### src/rtl/timer0_pkg.sv
// rtl/timer0_pkg.sv - shared clock-select encodings and prescaler tap indices for timer0
package timer0_pkg;

  // CS02:0 clock-select encodings of TCCR0
  typedef enum logic [2:0] {
    CS_STOP     = 3'b000,
    CS_DIV1     = 3'b001,
    CS_DIV8     = 3'b010,
    CS_DIV64    = 3'b011,
    CS_DIV256   = 3'b100,
    CS_DIV1024  = 3'b101,
    CS_EXT_FALL = 3'b110,
    CS_EXT_RISE = 3'b111
  } cs_e;

  // Prescaler bit counts whose all-ones state marks the end of a /N period
  localparam int TAP_DIV8    = 3;
  localparam int TAP_DIV64   = 6;
  localparam int TAP_DIV256  = 8;
  localparam int TAP_DIV1024 = 10;

endpackage

### src/rtl/t0_edge_detect.sv
// rtl/t0_edge_detect.sv - T0 pin synchroniser with rising/falling edge detection
module t0_edge_detect #(
  parameter int SYNC_STAGES = 2
) (
  input  logic sysClock,
  input  logic nReset,
  input  logic t0Pin,
  output logic risingEdge,
  output logic fallingEdge
);

  logic [SYNC_STAGES-1:0] syncChain;
  logic                   syncOut;
  logic                   prevLevel;

  assign syncOut = syncChain[SYNC_STAGES-1];

  // Shift the asynchronous pin through the synchroniser, then keep one cycle of history
  always_ff @(posedge sysClock or negedge nReset) begin
    if (!nReset) begin
      syncChain <= '0;
      prevLevel <= 1'b0;
    end else begin
      syncChain <= {syncChain[SYNC_STAGES-2:0], t0Pin};
      prevLevel <= syncOut;
    end
  end

  // Edges compare the synchronised level against the previous one; both are flops
  always_comb begin
    risingEdge  = syncOut & ~prevLevel;
    fallingEdge = ~syncOut & prevLevel;
  end

endmodule

### src/rtl/timer0_prescaler.sv
// rtl/timer0_prescaler.sv - timer0 clock select: prescaler taps or external T0 edges to a count enable
module timer0_prescaler #(
  parameter int PRESCALE_WIDTH = 10,
  parameter int SYNC_STAGES    = 2
) (
  input  logic                      sysClock,
  input  logic                      nReset,
  input  logic [7:0]                TCCR_data,
  input  logic                      PSR_reset,
  input  logic                      T0_pin,
  output logic                      countTick,
  output logic                      timerRunning,
  output logic [PRESCALE_WIDTH-1:0] prescaleCount
);

  import timer0_pkg::*;

  cs_e  clockSelect;
  logic unused_tccr;
  logic t0Rise;
  logic t0Fall;
  logic tapDiv8;
  logic tapDiv64;
  logic tapDiv256;
  logic tapDiv1024;
  logic tickNext;

  // Only CS02:0 matter; the remaining TCCR0 bits belong to the control unit
  assign clockSelect = cs_e'(TCCR_data[2:0]);
  assign unused_tccr = ^TCCR_data[7:3];

  t0_edge_detect #(
    .SYNC_STAGES(SYNC_STAGES)
  ) u_t0_edge_detect (
    .sysClock   (sysClock),
    .nReset     (nReset),
    .t0Pin      (T0_pin),
    .risingEdge (t0Rise),
    .fallingEdge(t0Fall)
  );

  // Free-running prescaler; a PSR10 strobe realigns it to zero and wins over the increment
  always_ff @(posedge sysClock or negedge nReset) begin
    if (!nReset) begin
      prescaleCount <= '0;
    end else if (PSR_reset) begin
      prescaleCount <= '0;
    end else begin
      prescaleCount <= prescaleCount + PRESCALE_WIDTH'(1);
    end
  end

  // A /N period ends when the low log2(N) prescaler bits are all ones
  always_comb begin
    tapDiv8    = &prescaleCount[TAP_DIV8-1:0];
    tapDiv64   = &prescaleCount[TAP_DIV64-1:0];
    tapDiv256  = &prescaleCount[TAP_DIV256-1:0];
    tapDiv1024 = &prescaleCount[TAP_DIV1024-1:0];
  end

  // Select the next count enable; a same-cycle prescaler reset swallows a prescaled tick
  always_comb begin
    tickNext = 1'b0;
    unique case (clockSelect)
      CS_STOP:     tickNext = 1'b0;
      CS_DIV1:     tickNext = 1'b1;
      CS_DIV8:     tickNext = tapDiv8 & ~PSR_reset;
      CS_DIV64:    tickNext = tapDiv64 & ~PSR_reset;
      CS_DIV256:   tickNext = tapDiv256 & ~PSR_reset;
      CS_DIV1024:  tickNext = tapDiv1024 & ~PSR_reset;
      CS_EXT_FALL: tickNext = t0Fall;
      CS_EXT_RISE: tickNext = t0Rise;
      default:     tickNext = 1'b0;
    endcase
  end

  // Register the outputs so the control unit sees a clean single-cycle enable
  always_ff @(posedge sysClock or negedge nReset) begin
    if (!nReset) begin
      countTick    <= 1'b0;
      timerRunning <= 1'b0;
    end else begin
      countTick    <= tickNext;
      timerRunning <= (clockSelect != CS_STOP);
    end
  end

endmodule

### config.mk
export PLATFORM = sky130hd
export DESIGN_NAME = timer0_prescaler
export DESIGN_NICKNAME = d
export VERILOG_FILES = /design/src/rtl/timer0_pkg.sv /design/src/rtl/t0_edge_detect.sv /design/src/rtl/timer0_prescaler.sv
export SDC_FILE = /design/constraint.sdc
export NUM_CORES = 1
export LEC_CHECK = 0
export ABC_CLOCK_PERIOD_IN_PS = 1800
export CAP_MARGIN = 20
export CORE_MARGIN = 4
export CORE_UTILIZATION = 42
export DETAILED_ROUTE_END_ITERATION = 10
export HOLD_SLACK_MARGIN = 0.05
export MAX_ROUTING_LAYER = met4
export PLACE_DENSITY = 0.74
export SYNTH_ARGS = -nofsm -noshare
export SYNTH_HDL_FRONTEND = slang
export SYNTH_SLANG_ARGS = --single-unit
### constraint.sdc
create_clock -name sysClock -period 1.8 [get_ports sysClock]
set_clock_uncertainty 0.05 [all_clocks]
set_input_delay 0.27 -clock sysClock [delete_from_list [all_inputs] [get_ports sysClock]]
set_output_delay 0.27 -clock sysClock [all_outputs]
set_load 0.005 [all_outputs]
==> impl_metrics.py, run 1 <==
metrics = {
    "final_layout": {
        "area_growth_syn_to_layout_pct": 34.9,
        "drive_above_1_share_pct": 9.09,
        "area_occupied_by_multi_input_gates_um2": 292,
        "register_area_um2": 375,
        "design.final.nets": 103,
        "antenna_cells_inserted": 0,
        "fill_cells": 129,
    },
    "synthesis": {
        "synthMostInstantiatedCell": "sky130_fd_sc_hd__dfrtp_1",
        "yosys.area_share.simple_pct": 22.8,
        "synth_nets": 79,
        "post_synthesis_cells": 65,
        "ys_seq_area_share_pct": 55.0,
        "synth.area.top_cells": "sky130_fd_sc_hd__dfrtp_1 (55%), sky130_fd_sc_hd__nor2_1 (4.4%), sky130_fd_sc_hd__xnor2_1 (3.9%)",
        "synth-xor-area-share_pct": 6.42,
        "netlist_top_cells_count": "sky130_fd_sc_hd__dfrtp_1 (15), sky130_fd_sc_hd__nor2_1 (8), sky130_fd_sc_hd__nand2_1 (5), sky130_fd_sc_hd__nor2b_1 (4), sky130_fd_sc_hd__o21ai_0 (4)",
        "synthesis_warnings": 0,
        "synth_top_cell_by_area": "sky130_fd_sc_hd__dfrtp_1",
        "postSynth.topFlopCell": "sky130_fd_sc_hd__dfrtp_1",
        "postSynth.asyncResetShare_pct": 100,
        "synth_area_per_cell_um2": 10.5,
        "main_combinational_cell_family_by_area_after_synthesis": "simple AND/OR/NAND/NOR gates",
        "synth-edff-count": 0,
        "post-synth-top-area-fraction_pct": 55.0,
        "synth-compound-area-share_pct": 9.91,
        "synth.mux.area_fraction_pct": 0,
        "synth_area_um2": 682,
        "post_synthesis_share_of_cell_area_spent_on_full_adders_half_adders_and_majority_gates_pct": 3.67,
        "netlist-cell-type-count": 22,
        "register_bit_total_from_synthesis": 15,
    },
    "sta": {
        "headroom_to_the_max_slew_limit_pct": 82.7,
        "hold_slack_ns": 0.244,
        "timing.fmax_ghz": 0.623,
        "tightest_slew_ns": 0.259,
        "layout_min_cycle_time_ns": 1.61,
        "grt_setup_unrepaired": "no",
        "final.setup.tns_ns": 0,
        "count_of_endpoints_failing_hold_in_the_final_timing_report": 0,
        "setup_violations": 0,
        "fin_crit_sh_pct": 89.2,
        "timing_max_transition_violations_final": 0,
    },
    "worst_setup_path": {
        "worst_r2r_path_depth": 6,
        "r2r_slack_ns": 0.27,
        "cp-start-kind": "flop",
        "critPathMaxFanout": 6,
        "critPathArrivalTime_ns": 1.29,
        "cp_cell_sequence": "clkdlybuf4s50_1",
        "critical_path.endpoint_type": "output port",
        "crit_path_max_incr_delay_ns": 0.55,
        "data_required_time_at_the_worst_endpoint_ns": 1.48,
        "crit_type": "flop to output port",
        "crit_family": "buffers and inverters",
        "reg2reg_to": "countTick",
        "worstPathBufferInverterCount": 1,
        "crit_path_top_delay_cell": "sky130_fd_sc_hd__clkdlybuf4s50_1",
        "critical_path.reg2reg.startpoint": "prescaleCount[0]",
    },
    "route": {
        "routedWlPerCell_um": 13.6,
        "highest-signal-layer": "met4",
        "wl_mm": 1.42,
        "met2RoutedLength_um": 648,
        "number_of_detailed_routing_iterations_run_before_antenna_repair": 4,
        "dr_total_vias": 538,
        "drtIter0Drc": 13,
        "drt-met1-wl_um": 665,
        "met3WireLength_um": 95,
        "route.detailed.drc": 0,
        "vias_per_cell": 5.17,
        "antenna_violating_nets_post_route": 0,
    },
    "global_routing": {
        "grt_antenna_before_repair": 0,
        "global_route.overflow_total": 0,
        "grt_util_overall_pct": 15.2,
        "first_global_vias": 503,
        "grt_first_pass_wirelength_mm": 2.35,
        "grt_max_degree": 16,
    },
    "die": {
        "num_rows": 14,
        "initial_utilization_pct": 44.7,
        "num_io_pins": 24,
        "dieWidth_um": 48.3,
        "die-area_um2": 2330,
        "design.core.area_um2": 1520,
        "die_height_um": 48.3,
    },
    "hold_path": {
        "worst_hold_path_type": "input port to async pin",
    },
    "clock_network": {
        "clk-insertion-delay-late_ns": 0.28,
        "cts-root-to-sink-buffers": 2,
        "cts_tree": "yes",
        "post_cts_buffers": 0,
        "cts.reportedPaths.clkPinSlew_ns": 0.09,
        "ctsHtreeMaxLevel": 1,
        "cts_hold_buf": 0,
        "tritoncts.num_buffers": 3,
        "ctsResizeCount": 0,
        "numClockSinks": 15,
        "cts_root_buf": "sky130_fd_sc_hd__clkbuf_4",
    },
    "outcome": {
        "status": "complete, no violations",
    },
    "power": {
        "total_leakage_power_nw": 0.367,
        "power_per_cell_area_nw_per_um2": 665,
        "max_vdd_drop_mv": 0.440,
    },
    "placement": {
        "dp_hpwl_um": 990,
        "gp_congestion": 0.758,
        "io_buffers": 18,
    },
    "flow_run": {
        "max-cap-violations": 0,
    },
}
## state kept, by name, summed over array words and instances (netlist names)
name	count
u_t0_edge_detect.syncChain	2
prescaleCount	10
countTick	1
u_t0_edge_detect.prevLevel	1
timerRunning	1
## routing by layer
| metal | global-route usage [%] | vias to the layer above |
|---|---|---|
| li1 | - | 270 |
| met3 | 5.54 | 2 |
| met5 | - | - |
| met1 | 19.1 | 247 |
| met2 | 22.9 | 19 |
| met4 | 4.30 | 0 |
## cell type report
| type | instances | area share [%] |
|---|---|---|
| inverter | 3 | 1.22 |
| clock buffer | 4 | 2.86 |
| timing repair buffer | 20 | 21.2 |
| multi-input combinational | 46 | 31.7 |
| tap | 16 | 2.18 |
| sequential | 15 | 40.8 |
## cells by family (layout without fill, tap and decap cells)
| group | after synthesis | after routing |
|---|---|---|
| buffers and inverters | 4 | 27 |
| XOR/XNOR | 5 | 5 |
| AND/OR/NAND/NOR | 28 | 28 |
| AO/OA/AOI/OAI | 11 | 11 |
| adder cells (fa/ha/maj) | 2 | 2 |
| flip-flops | 15 | 15 |
## metrics by stage
stage                     utilization, %  setup WS, ns  instance area (µm²)  cells  power, mW
final                               60.3         0.195                  920    104      0.611
after CTS                           60.3         0.180                  920    104      0.620
after global placement              58.6         0.294                  893    100      0.426
after global routing                60.3         0.113                  920    104      0.643
after floorplan                        -         0.350                  682     65      0.381
after detailed placement            58.6         0.278                  893    100      0.427
## worst max-delay path by stage
| stage | from | endpoint | slack (ns) | cells after the start |
|---|---|---|---|---|
| after floorplan | prescaleCount[0] | countTick | 0.35 | 6 |
| after global placement | prescaleCount[0] | countTick | 0.29 | 6 |
| after detailed placement | TCCR_data[1] | countTick | 0.28 | 4 |
| after CTS | prescaleCount[2] | prescaleCount[2] | 0.18 | 1 |
| after global routing | prescaleCount[5] | prescaleCount[5] | 0.11 | 1 |
| final | prescaleCount[5] | prescaleCount[5] | 0.19 | 1 |
## where the power goes
part	switching, mW	internal [mW]	total, mW
clock	0.105	0.0861	0.191
combinational	0.0280	0.0359	0.0639
sequential	0.00902	0.347	0.356
total	0.142	0.469	0.611
## cell usage in the layout, fill, tap and decap left out, types with 3 or more instances in the layout
master,instances
sky130_fd_sc_hd__nor2b_1,4
sky130_fd_sc_hd__o21ai_0,4
sky130_fd_sc_hd__clkdlybuf4s50_1,18
sky130_fd_sc_hd__xnor2_1,3
sky130_fd_sc_hd__inv_1,3
sky130_fd_sc_hd__nand2_1,5
sky130_fd_sc_hd__a21oi_1,3
sky130_fd_sc_hd__dfrtp_1,15
sky130_fd_sc_hd__or3_1,3
sky130_fd_sc_hd__clkbuf_4,3
sky130_fd_sc_hd__nor2_1,8
No activity file was read; power rests on OpenSTA's default activity.
==> run 2: changes to the inputs <==
CORE_MARGIN = 10   (was 4)
==> run 2 against run 1 <==
Register-to-register slack worse by 0.03 ns. Worst hold slack got worse by 0.0052 ns. Cell area is the same. Largest cell class unchanged.
==> impl_metrics.py, run 2 (synthesized netlist as in run 1, its figures left out) <==
metrics = {
    "outcome": {
        "status": "complete, no violations",
    },
    "die": {
        "dieWidth_um": 60.3,
        "num_rows": 14,
        "die_height_um": 60.3,
        "initial_utilization_pct": 44.7,
        "num_io_pins": 24,
        "die-area_um2": 3640,
        "design.core.area_um2": 1520,
    },
    "sta": {
        "layout_min_cycle_time_ns": 1.60,
        "fin_crit_sh_pct": 88.7,
        "tightest_slew_ns": 0.243,
        "hold_slack_ns": 0.238,
        "count_of_endpoints_failing_hold_in_the_final_timing_report": 0,
        "headroom_to_the_max_slew_limit_pct": 83.7,
        "timing_max_transition_violations_final": 0,
        "grt_setup_unrepaired": "no",
        "timing.fmax_ghz": 0.626,
        "setup_violations": 0,
        "final.setup.tns_ns": 0,
    },
    "clock_network": {
        "numClockSinks": 15,
        "cts-root-to-sink-buffers": 2,
        "cts_root_buf": "sky130_fd_sc_hd__clkbuf_4",
        "ctsHtreeMaxLevel": 1,
        "tritoncts.num_buffers": 3,
        "cts_tree": "yes",
        "post_cts_buffers": 0,
        "cts_hold_buf": 0,
        "ctsResizeCount": 0,
        "cts.reportedPaths.clkPinSlew_ns": 0.09,
        "clk-insertion-delay-late_ns": 0.29,
    },
    "global_routing": {
        "grt_util_overall_pct": 9.43,
        "grt_antenna_before_repair": 0,
        "grt_max_degree": 16,
        "global_route.overflow_total": 0,
        "grt_first_pass_wirelength_mm": 2.51,
        "first_global_vias": 550,
    },
    "final_layout": {
        "drive_above_1_share_pct": 9.09,
        "area_growth_syn_to_layout_pct": 34.9,
        "antenna_cells_inserted": 0,
        "largest_register_ffs": 10,
        "most_flops_register": "prescaleCount",
        "layout_common_cells": "sky130_fd_sc_hd__clkdlybuf4s50_1 (18), sky130_fd_sc_hd__dfrtp_1 (15), sky130_fd_sc_hd__nor2_1 (8)",
        "design.final.nets": 103,
        "layout.cells.most_common": "sky130_fd_sc_hd__clkdlybuf4s50_1",
        "top_regs": "prescaleCount x10, u_t0_edge_detect.syncChain x2",
        "final_cell_count_no_fill": 104,
    },
    "worst_setup_path": {
        "crit_type": "flop to output port",
        "critPathArrivalTime_ns": 1.28,
        "crit_family": "buffers and inverters",
        "cp-start-kind": "flop",
        "cp_cell_sequence": "clkdlybuf4s50_1",
        "worst_r2r_path_depth": 6,
        "r2r_slack_ns": 0.24,
        "reg2reg_to": "countTick",
        "critical_path.reg2reg.startpoint": "prescaleCount[0]",
        "critPathMaxFanout": 6,
        "crit_path_max_incr_delay_ns": 0.54,
        "crit_path_top_delay_cell": "sky130_fd_sc_hd__clkdlybuf4s50_1",
        "worstPathBufferInverterCount": 1,
        "critical_path.endpoint_type": "output port",
        "data_required_time_at_the_worst_endpoint_ns": 1.48,
    },
    "route": {
        "wl_mm": 1.48,
        "route.detailed.drc": 0,
        "drtIter0Drc": 8,
        "antenna_violating_nets_post_route": 0,
        "dr_total_vias": 536,
        "number_of_detailed_routing_iterations_run_before_antenna_repair": 4,
        "routedWlPerCell_um": 14.2,
        "vias_per_cell": 5.15,
    },
    "hold_path": {
        "worst_hold_path_type": "input port to async pin",
    },
    "flow_run": {
        "max-cap-violations": 0,
    },
    "power": {
        "total_leakage_power_nw": 0.367,
        "max_vdd_drop_mv": 0.372,
        "power_per_cell_area_nw_per_um2": 666,
    },
    "placement": {
        "gp_congestion": 0.848,
        "dp_hpwl_mm": 1.06,
        "post-place-cells": 100,
        "io_buffers": 18,
    },
}
==> run 2: layout make-up <==
type                       count  area, µm²
fill                         137        604
sequential                    15        375
multi-input combinational     46        292
timing repair buffer          20        195
clock buffer                   4       26.3
tap                           16       20.0
inverter                       3       11.3
==> run 2: metrics by stage <==
| stage | cell area, µm² | power (mW) | setup slack [ns] | util, % |
|---|---|---|---|---|
| after global routing | 920 | 0.642 | 0.122 | 60.3 |
| after CTS | 920 | 0.623 | 0.182 | 60.3 |
| after detailed placement | 893 | 0.428 | 0.284 | 58.6 |
| after floorplan | 682 | 0.381 | 0.350 | - |
| final | 920 | 0.612 | 0.203 | 60.3 |
| after global placement | 893 | 0.427 | 0.294 | 58.6 |
==> run 2: per-layer routing <==
| layer | vias up | GRT usage [%] | share of wire (%) |
|---|---|---|---|
| li1 | 271 | - | - |
| met1 | 247 | 10.8 | 46 |
| met2 | 14 | 13.8 | 45 |
| met3 | 4 | 4.45 | 7.8 |
| met4 | 0 | 3.85 | 1.1 |
| met5 | - | - | 0 |
==> run 2: worst max path at each step <==
stage	start	end	slack, ns	cells after the start
after floorplan	prescaleCount[0]	countTick	0.35	6
after global placement	prescaleCount[0]	countTick	0.29	6
after detailed placement	prescaleCount[0]	countTick	0.28	6
after CTS	prescaleCount[2]	prescaleCount[2]	0.18	1
after global routing	prescaleCount[0]	countTick	0.12	6
final	prescaleCount[2]	prescaleCount[2]	0.20	1
==> run 2: where the power goes <==
part           internal, mW  switching (mW)  total [mW]
Sequential            0.347         0.00876       0.356
Combinational        0.0360          0.0285      0.0645
Clock                0.0862           0.105       0.192
Total                 0.470           0.143       0.612
==> run 3: changes to the inputs <==
CORE_MARGIN = default   (was 10)
==> run 3 against run 2 <==
First-iteration DRC count down 38%. Sequential power barely moved. Critical endpoint unchanged. Clock power shrank 2%. Via count rose by 6.5%. Sequential share of layout area did not move. Die area fell by 51%. Power down 0.58%. Highest routed layer unchanged. Non-clock buffer count did not move. Critical path type unchanged. Sequential cell count unchanged. Critical path depth unchanged.
==> impl_metrics.py, run 3 (synthesized netlist as in run 1, its figures left out) <==
metrics = {
    "worst_setup_path": {
        "crit_type": "flop to output port",
        "data_required_time_at_the_worst_endpoint_ns": 1.48,
        "crit_family": "buffers and inverters",
        "r2r_slack_ns": 0.25,
        "crit_path_max_incr_delay_ns": 0.55,
        "cp_launch_point": "prescaleCount[2]",
        "cp-start-kind": "flop",
        "critical_path.reg2reg.startpoint": "prescaleCount[0]",
        "reg2reg_to": "countTick",
        "critPathMaxFanout": 6,
        "cp_cell_sequence": "clkdlybuf4s50_1",
        "worst_setup_path_endpoint": "prescaleCount[2]",
        "critical_path.endpoint_type": "output port",
        "worst_r2r_path_depth": 6,
        "critPathArrivalTime_ns": 1.30,
        "worstPathBufferInverterCount": 1,
        "crit_path_top_delay_cell": "sky130_fd_sc_hd__clkdlybuf4s50_1",
        "path_depth": 1,
    },
    "power": {
        "netSwitchingFraction_pct": 22.9,
        "switchingPower_mw": 0.139,
        "totalPowerFinal_mw": 0.609,
        "pwr-share-clk_pct": 31.0,
        "power.internal_mw": 0.469,
        "sequentialPowerShare_pct": 58.6,
        "power_per_cell_area_nw_per_um2": 662,
        "max_vdd_drop_mv": 0.450,
        "combinationalPowerShare_pct": 10.4,
        "total_leakage_power_nw": 0.367,
    },
    "final_layout": {
        "design.final.nets": 103,
        "layout_common_cells": "sky130_fd_sc_hd__clkdlybuf4s50_1 (18), sky130_fd_sc_hd__dfrtp_1 (15), sky130_fd_sc_hd__nor2_1 (8)",
        "finish.instance_area_um2": 920,
        "top_regs": "prescaleCount x10, u_t0_edge_detect.syncChain x2",
        "layout.cells.most_common": "sky130_fd_sc_hd__clkdlybuf4s50_1",
        "area_occupied_by_multi_input_gates_um2": 292,
        "largest_register_ffs": 10,
        "antenna_cells_inserted": 0,
        "post_route_core_utilization_pct": 61.0,
        "drive_above_1_share_pct": 9.09,
        "fill_cells": 134,
        "most_flops_register": "prescaleCount",
        "register_area_um2": 375,
        "final_cell_count_no_fill": 104,
        "area_growth_syn_to_layout_pct": 34.9,
    },
    "sta": {
        "timing_max_transition_violations_final": 0,
        "fin_crit_sh_pct": 89.8,
        "timing.final.ws_setup_ns": 0.183,
        "grt_setup_unrepaired": "no",
        "tightest_slew_ns": 0.224,
        "hold_slack_ns": 0.247,
        "count_of_endpoints_failing_hold_in_the_final_timing_report": 0,
        "setup_violations": 0,
        "layout_min_cycle_time_ns": 1.62,
        "final.setup.tns_ns": 0,
        "headroom_to_the_max_slew_limit_pct": 84.9,
        "timing.fmax_ghz": 0.618,
    },
    "clock_network": {
        "post_cts_buffers": 0,
        "cts-root-to-sink-buffers": 2,
        "clk-insertion-delay-late_ns": 0.28,
        "ctsHtreeMaxLevel": 1,
        "ctsResizeCount": 0,
        "tritoncts.num_buffers": 3,
        "cts_hold_buf": 0,
        "numClockSinks": 15,
        "cts_root_buf": "sky130_fd_sc_hd__clkbuf_4",
        "cts_tree": "yes",
        "cts.reportedPaths.clkPinSlew_ns": 0.09,
    },
    "route": {
        "number_of_detailed_routing_iterations_run_before_antenna_repair": 4,
        "route.detailed.drc": 0,
        "routedWlPerCell_um": 12.7,
        "antenna_violating_nets_post_route": 0,
        "wl_mm": 1.32,
        "dr_total_vias": 571,
        "vias_per_cell": 5.49,
        "drtIter0Drc": 5,
    },
    "placement": {
        "dp_hpwl_um": 970,
        "gp_congestion": 0.791,
        "io_buffers": 18,
        "post-place-cells": 100,
        "dpl_worst_slack_ns": 0.282,
        "detailed_place.area_um2": 893,
    },
    "die": {
        "num_io_pins": 24,
        "num_rows": 14,
        "dieWidth_um": 42.3,
        "design.core.area_um2": 1510,
        "die_height_um": 42.3,
        "initial_utilization_pct": 45.3,
        "die-area_um2": 1790,
    },
    "global_routing": {
        "global_route.overflow_total": 0,
        "grt_antenna_before_repair": 0,
        "grt_first_pass_wirelength_mm": 2.28,
        "grt_max_degree": 16,
        "first_global_vias": 528,
        "grt_util_overall_pct": 17.6,
    },
    "hold_path": {
        "worst_hold_path_type": "input port to async pin",
    },
    "outcome": {
        "status": "complete, no violations",
    },
    "flow_run": {
        "max-cap-violations": 0,
    },
}
==> run 3: cell counts in the layout (fill, tap and decap cells not counted) <==
Identical to the previous run, type by type.
==> run 3: power by group through the flow <==
stage	sequential, mW	combinational [mW]	clock [mW]
global placement	0.363	0.0633	0
detailed placement	0.364	0.0636	0
finish	0.357	0.0633	0.188
global route	0.358	0.0711	0.213
floorplan	0.363	0.0182	0
CTS	0.357	0.0644	0.196
==> run 3: per-layer routing <==
layer / GRT usage, % / share of wire [%]
met3: 3.88 / 7.3
met5: - / 0
met1: 22.0 / 44
met4: 10.6 / 2.3
met2: 26.2 / 46
==> run 3: worst min path at each step <==
stage / end / slack (ns) / depth (start not counted)
3_5_place_dp: u_t0_edge_detect.syncChain[1] / 0.29 / 0
5_1_grt: prescaleCount[2] / 0.25 / 2
6_report: countTick / 0.25 / 2
3_3_place_gp: u_t0_edge_detect.syncChain[1] / 0.28 / 0
4_1_cts: countTick / 0.25 / 2
2_1_floorplan: countTick / -0.08 / 0
==> run 3: layout make-up <==
cell class                      count  area share (%)
Multi-Input combinational cell     46            31.7
Sequential cell                    15            40.8
Clock buffer                        4            2.86
Inverter                            3            1.22
Timing Repair Buffer               20            21.2
Tap cell                           16            2.18
